<file path="src/rtl/fetch_prefetch_unit.sv">
// Instruction fetch unit: owns the fetch PC, streams sequential word requests and buffers responses
// with their PCs in a DEPTH-entry queue. Optional misaligned-redirect trap: FETCH_MISALIGN_TRAP_EN.
module fetch_prefetch_unit #(
  parameter int unsigned     XLEN         = 32,
  parameter logic [XLEN-1:0] RESET_VECTOR = '0,
  parameter int unsigned     DEPTH        = 4
) (
  input  logic            clk,
  input  logic            reset,
  input  logic            redirect_valid,
  input  logic [XLEN-1:0] redirect_target,
  output logic            imem_req_valid,
  input  logic            imem_req_ready,
  output logic [XLEN-1:0] imem_req_addr,
  input  logic            imem_rsp_valid,
  input  logic [31:0]     imem_rsp_data,
  output logic            inst_valid,
  input  logic            inst_ready,
  output logic [31:0]     inst_data,
  output logic [XLEN-1:0] inst_pc
`ifdef FETCH_MISALIGN_TRAP_EN
  ,
  output logic            fetch_misaligned
`endif
);

  localparam int unsigned     PW      = $clog2(DEPTH);
  localparam int unsigned     CW      = $clog2(DEPTH) + 1;
  localparam logic [CW:0]     DEPTH_W = (CW+1)'(DEPTH);
  localparam logic [XLEN-1:0] PC_STEP = XLEN'(4);

  logic [XLEN-1:0] fetch_pc_q, fetch_pc_d;
  logic [XLEN-1:0] resp_pc_q, resp_pc_d;
  logic [CW-1:0]   count_q, count_d;
  logic [CW-1:0]   outst_q, outst_d;
  logic [CW-1:0]   drop_q, drop_d;
  logic [PW-1:0]   rd_ptr_q, rd_ptr_d;
  logic [PW-1:0]   wr_ptr_q, wr_ptr_d;
  logic [31:0]     q_data [DEPTH];
  logic [XLEN-1:0] q_pc   [DEPTH];

  logic [XLEN-1:0] target;
  logic            blocked;
  logic            req_fire;
  logic            rsp_fire;
  logic            push;
  logic            pop;

`ifdef FETCH_MISALIGN_TRAP_EN
  logic misaligned_q, misaligned_d;

  assign target           = redirect_target;
  assign blocked          = misaligned_q;
  assign fetch_misaligned = misaligned_q;

  always_comb begin
    misaligned_d = misaligned_q;
    if (redirect_valid) misaligned_d = |redirect_target[1:0];
  end

  always_ff @(posedge clk) begin
    if (reset) misaligned_q <= 1'b0;
    else       misaligned_q <= misaligned_d;
  end
`else
  assign target  = redirect_target & {{(XLEN-2){1'b1}}, 2'b00};
  assign blocked = 1'b0;
`endif

  // Queue space is reserved when a request is issued, so responses can never overflow it.
  assign imem_req_valid = !reset && !redirect_valid && !blocked &&
                          (({1'b0, count_q} + {1'b0, outst_q}) < DEPTH_W);
  assign imem_req_addr  = fetch_pc_q;
  assign req_fire       = imem_req_valid && imem_req_ready;
  assign rsp_fire       = imem_rsp_valid && !reset;
  assign push           = rsp_fire && (drop_q == '0) && !redirect_valid;

  assign inst_valid = (count_q != '0);
  assign pop        = inst_valid && inst_ready;
  assign inst_data  = inst_valid ? q_data[rd_ptr_q] : '0;
  assign inst_pc    = inst_valid ? q_pc[rd_ptr_q]   : '0;

  always_comb begin
    fetch_pc_d = fetch_pc_q;
    resp_pc_d  = resp_pc_q;
    rd_ptr_d   = rd_ptr_q;
    wr_ptr_d   = wr_ptr_q;
    drop_d     = drop_q;
    outst_d    = outst_q + CW'(req_fire) - CW'(rsp_fire);
    count_d    = count_q + CW'(push) - CW'(pop);

    if (req_fire) fetch_pc_d = fetch_pc_q + PC_STEP;
    if (rsp_fire && (drop_q != '0)) drop_d = drop_q - CW'(1);
    if (push) begin
      resp_pc_d = resp_pc_q + PC_STEP;
      wr_ptr_d  = wr_ptr_q + PW'(1);
    end
    if (pop) rd_ptr_d = rd_ptr_q + PW'(1);

    // Every request still in flight after this cycle's response becomes a discard.
    if (redirect_valid) begin
      fetch_pc_d = target;
      resp_pc_d  = target;
      count_d    = '0;
      rd_ptr_d   = '0;
      wr_ptr_d   = '0;
      drop_d     = outst_q - CW'(rsp_fire);
      outst_d    = outst_q - CW'(rsp_fire);
    end
  end

  always_ff @(posedge clk) begin
    if (reset) begin
      fetch_pc_q <= RESET_VECTOR;
      resp_pc_q  <= RESET_VECTOR;
      count_q    <= '0;
      outst_q    <= '0;
      drop_q     <= '0;
      rd_ptr_q   <= '0;
      wr_ptr_q   <= '0;
    end else begin
      fetch_pc_q <= fetch_pc_d;
      resp_pc_q  <= resp_pc_d;
      count_q    <= count_d;
      outst_q    <= outst_d;
      drop_q     <= drop_d;
      rd_ptr_q   <= rd_ptr_d;
      wr_ptr_q   <= wr_ptr_d;
    end
  end

  always_ff @(posedge clk) begin
    if (push) begin
      q_data[wr_ptr_q] <= imem_rsp_data;
      q_pc[wr_ptr_q]   <= resp_pc_q;
    end
  end

endmodule

</file>
<file path="config.mk">
export PLATFORM = sky130hd
export DESIGN_NAME = fetch_prefetch_unit
export DESIGN_NICKNAME = d
export VERILOG_FILES = /design/src/rtl/fetch_prefetch_unit.sv
export SDC_FILE = /design/constraint.sdc
export NUM_CORES = 1
export LEC_CHECK = 0
export ABC_AREA = 1
export CAP_MARGIN = 25
export CORE_MARGIN = 2
export CORE_UTILIZATION = 55
export CTS_CLUSTER_SIZE = 25
export DETAILED_ROUTE_END_ITERATION = 12
export PLACE_DENSITY_LB_ADDON = 0.15
export SLEW_MARGIN = 40
export SYNTH_ARGS = -nofsm -noshare
export SYNTH_HDL_FRONTEND = slang
export SYNTH_SLANG_ARGS = --single-unit
</file>
<file path="constraint.sdc">
create_clock -name clk -period 5.9 [get_ports clk]
set_input_delay 0.59 -clock clk [delete_from_list [all_inputs] [get_ports clk]]
set_output_delay 0.59 -clock clk [all_outputs]
set_load 0.1 [all_outputs]
</file>
* Word level (Yosys, flattened, before mapping) *
Memory sizes are Yosys's and may differ from the RTL's. A register that Yosys moved wholly into a read port is not among the register bits.
Cells that the tools add are included.

storage, ports and cells
  bits in registers = 77
  bits in latches = 0
  memory bits (writable) = 256
  bits in read-only memories = 0
  input port bits = 70
  output and inout bits = 98
  word-level logic and storage cells = 55
  memories kept = 2

memories
  memory  depth  width  rd ports  clocked after Yosys merged registers in  wr ports  line  text
  q_data  4      32     1         1                                        1         39    logic [31:0] q_data [DEPTH];
  q_pc    4      32     1         1                                        1         40    logic [XLEN-1:0] q_pc [DEPTH];

cells by class
  add/subtract/negate cells = 11
  multipliers = 0
  div/mod/pow operators = 0
  magnitude comparators = 1
  equal/unequal tests = 0
  shift-type cells = 0
  muxes and demuxes = 15
  bitwise gates (word level) = 0
  reductions and logical operators = 17

operators with widths
  kind                                                                           count
  32-bit two-way mux                                                             6
  32-bit by 3-bit adder with 32-bit output (second input constant)               2
  3-bit two-way mux                                                              3
  3-bit by 1-bit subtractor with 3-bit output                                    3
  1-bit logical AND                                                              8
  2-bit two-way mux                                                              4
  3-bit by 1-bit adder with 3-bit output                                         2
  2-bit nonzero test                                                             3
  3-bit nonzero test                                                             2
  2-bit by 1-bit adder with 2-bit output (second input constant)                 2
  3-bit by 3-bit adder with 4-bit output                                         1
  4-bit by 3-bit less-than comparator with 1-bit output (second input constant)  1
  3-bit logical NOT                                                              1
  3-bit by 1-bit subtractor with 3-bit output (second input constant)            1
  1-bit logical NOT                                                              2
  1-bit two-way mux                                                              2
  2-bit OR reduction                                                             1

* Logic depth before layout (Yosys ltp) *
  depth after elaboration = 7
  depth in mapped cells = 14
  mapped depth without buffers = 13

* Worst setup path after synthesis *
Ideal clock, no wire load.

  kind = input port to flip-flop
  from = in imem_rsp_valid
  to = mem q_data[0][0] (enable)
  library setup time = 0.483 ns
  data arrival time = 3.823 ns
  data required time = 5.417 ns
  path slack = 1.594 ns
  cell stages on the path = 7
  buffers on the path = 1
  path through = inv_1 -> nor2_2 -> nand2_2 -> nor2_4 -> inv_2 -> buf_6 -> nor2_1

on the way
  cells in the longest elaborated chain, start to end = 5

RTL lines
  what                                     line  text
  from (decl)                              15    input logic imem_rsp_valid,
  1-bit logical AND                        75    assign rsp_fire = imem_rsp_valid && !reset;
  1-bit logical AND (2 in series)          76    assign push = rsp_fire && (drop_q == '0) && !redirect_valid;
  1-bit two-way mux                        133   if (push) begin
  1-bit two-way mux (not written as such)  134   q_data[wr_ptr_q] <= imem_rsp_data;
  to (decl)                                39

Every way passes these cells.

==> flow_metrics.env <==
export IMPL_cp_slowest_stage_delay_ps=630
export IMPL_place_ws_ps=2040
export IMPL_path_clk_slew_ps=60
export IMPL_drt_vias_per_instance=5.50
export IMPL_worstSkewPairLatency_ps=500
export IMPL_drtAntennaViolNets=0
export IMPL_cts_hold_buffers=0
export IMPL_relSlewSlack_pct=46.2
export IMPL_p_per_area_mw_per_mm2=307
export IMPL_yosys_top_cells_count="nor2_1 (352), edfxtp_1 (248), nand2_1 (222)"
export IMPL_async_flop_share_pct=0
export IMPL_yosys_top_cells_area="edfxtp_1 (51%), dfxtp_1 (10%), nor2_1 (9.1%)"
export IMPL_min_path_cells=2
export IMPL_whs_ps=456
export IMPL_cts_repair_resize_count=0
export IMPL_arrival_ps=2830
export IMPL_die_area_sq_mm=0.0277
export IMPL_place_congestion=0.974
export IMPL_cts_root_buf="clkbuf_16"
export IMPL_critPathKind="reg -> out"
export IMPL_rsz0062_at_grt="no"
export IMPL_layout_min_cycle_time_ps=3420
export IMPL_start_util_pct=55.9
export IMPL_rows=59
export IMPL_hpwl_mm=21.6
export IMPL_die_x_um=166
export IMPL_reg2reg_depth=9
export IMPL_syn_avg_cell_area_sq_um=9.46
export IMPL_core_area_sq_mm=0.0260
export IMPL_grt_util_all_layers_pct=24.3
export IMPL_reg2reg_slack_ps=2970
export IMPL_drtIter0Drc=1087
export IMPL_finalHoldViolCount=0
export IMPL_holdCritStartpoint="rd_ptr_q[1]"
export IMPL_cts_setup_buffers=0
export IMPL_drc=0
export IMPL_grt_pass1_vias=10800
export IMPL_synth_edf_count=248
export IMPL_ys_types=40
export IMPL_cp_end_kind="output port"
export IMPL_yosysMostFrequentCell="nor2_1"
export IMPL_boundaryPins=168
export IMPL_slew_violations=0
export IMPL_setup_slack_ps=2480
export IMPL_timing_rr_end="q_data[1][11]"
export IMPL_cp_cell_sequence="buf_6, nor2_1, nor2_1, o21ai_0, a21oi_1, buf_2"
export IMPL_diodes=0
export IMPL_total_leakage_power_nw=6.36
export IMPL_timing_rr_start="drop_q[0]"
export IMPL_seq_area_frac_synth_pct=61.6
export IMPL_cts_buffer_depth=3
export IMPL_grt_max_degree=88
export IMPL_finalSetupViolCount=0
export IMPL_ir_drop_v=0.000206
export IMPL_hold_class="reg -> reg"
export IMPL_max_freq_mhz=293
export IMPL_finalSetupTns_ps=0
export IMPL_wl_per_cell_um=17.0
export IMPL_htree_levels=2
export IMPL_vias=11200
export IMPL_ys_seq_elements=323
export IMPL_multi_input_area_sq_mm=0.00486
export IMPL_worst_pin_slew_ps=807
export IMPL_path_common_cell="nor2_1"
export IMPL_min_period_over_period_pct=57.9
export IMPL_cts_buffers=34
export IMPL_cts_tree="done"
export IMPL_critPathLaunchType="register"
export IMPL_clock_sinks=323
export IMPL_yosys_warnings=0
export IMPL_fillers=2102
export IMPL_cap_violations=0
export IMPL_firstDrtPassIters=8
export IMPL_synth_area_leader_cell="edfxtp_1"
export IMPL_die_h_um=166
export IMPL_outcome="complete, no violations"
export IMPL_port_buffers=161
export IMPL_grt_ovfl_total=0
export IMPL_finalClockSkew_ps=11.5
export IMPL_slowest_stage="dfxtp_4"
export IMPL_wl_mm=34.6
export IMPL_drive_gt1_share_pct=11.5
export IMPL_antenna_found_initial=0
export IMPL_syn_cell_area_sq_mm=0.0145
export IMPL_syn_inst=1535
export IMPL_cp_max_fo=87
export IMPL_area_delta_synth_final_pct=17.0
export IMPL_fin_nets=1766
export IMPL_yosysTopAreaCellShare_pct=51.3
export IMPL_stdcell_count=2037
export IMPL_place_inst=1976
export IMPL_synth_ff_type="edfxtp_1"
export IMPL_grt_pass1_wl_mm=54.1
export IMPL_ff_latch_area_sq_mm=0.00895
export IMPL_required_ps=5310
[worst max-delay path: cells and delay by family, from the launching register on]
| kind | cells | cell delay, ps |
|---|---|---|
| AOI/OAI and AO/OA | 2 | 360 |
| buffers and inverters | 2 | 1080 |
| DFF | 1 | 630 |
| and+or+nand+nor | 2 | 240 |
[kinds of logic (layout without fill, tap and decap cells)]
logic type	count (synthesis)	in the layout	share of synthesized area [%]
and+or+nand+nor	678	678	19.1
adders and majority gates	18	18	1.65
DFF	323	323	61.6
xor gates and xnor gates	20	20	1.21
buffers and inverters	177	341	5.15
AOI/OAI and AO/OA	318	318	11.2
other	1	4	0.0258
[flip-flops by register name, indices dropped and copies added (netlist names), named ones only]
| signal | cells |
|---|---|
| outst_q | 3 |
| rd_ptr_q | 2 |
| resp_pc_q | 30 |
| count_q | 3 |
| wr_ptr_q | 2 |
| q_data | 128 |
| imem_req_addr | 30 |
| q_pc | 120 |
| drop_q | 3 |
[layout by cell type, fill, tap and decap left out, types with 11 or more instances in the layout]
master | synthesis | routed
nor2_1 | 352 | 348
edfxtp_1 | 248 | 248
nand2_1 | 222 | 222
o21ai_0 | 168 | 168
a21oi_1 | 125 | 125
inv_1 | 98 | 98
buf_2 | 15 | 95
dfxtp_1 | 75 | 73
clkdlybuf4s50_1 | 0 | 66
nand3_1 | 60 | 60
clkbuf_16 | 0 | 35
ha_1 | 16 | 16
xor2_1 | 15 | 15
buf_4 | 6 | 12
nor2_2 | 11 | 11
[metrics by stage]
step	utilization, %	power (mW)	instance area [sq um]
detailed placement	61.2	3.20	15900
global placement	62.9	3.22	16300
global route	65.4	5.39	17000
finish	65.4	5.21	17000
floorplan	-	3.05	14500
CTS	65.3	5.24	17000
[cell type report]
| type | count | area share [%] |
|---|---|---|
| clock buffer | 45 | 5.38 |
| tap | 335 | 2.47 |
| timing repair buffer | 177 | 7.58 |
| sequential | 323 | 52.7 |
| inverter | 104 | 2.34 |
| clock inverter | 15 | 0.935 |
| multi-input combinational | 1038 | 28.6 |
[power by group]
group | internal (mW) | switching (mW) | total [mW] | leakage, nW
clock | 1.23 | 0.832 | 2.06 | 0.515
combinational | 0.135 | 0.460 | 0.595 | 2.97
sequential | 2.50 | 0.0609 | 2.56 | 2.87
total | 3.86 | 1.35 | 5.21 | 6.36
[worst max-delay path by stage]
| stage | startpoint | endpoint | slack (ps) | cells past startpoint |
|---|---|---|---|---|
| final | register | inst_pc[5] | 2480 | 6 |
| after global routing | register | inst_data[6] | 2290 | 5 |
| after CTS | register | inst_pc[5] | 2420 | 6 |
| after detailed placement | redirect_valid | outst_q[2] | 2040 | 12 |
| after global placement | register | inst_data[0] | 1980 | 5 |
| after floorplan | imem_rsp_valid | q_data[0][0] | 1590 | 7 |
[metal layers]
layer	wire length, um	vias up	track usage, %
li1	-	5449	-
met1	14800	5277	32.2
met2	16800	414	41.4
met3	2260	56	3.56
met4	767	0	7.87
met5	0	-	0
Note: power is estimated with default switching activity, not from simulation.
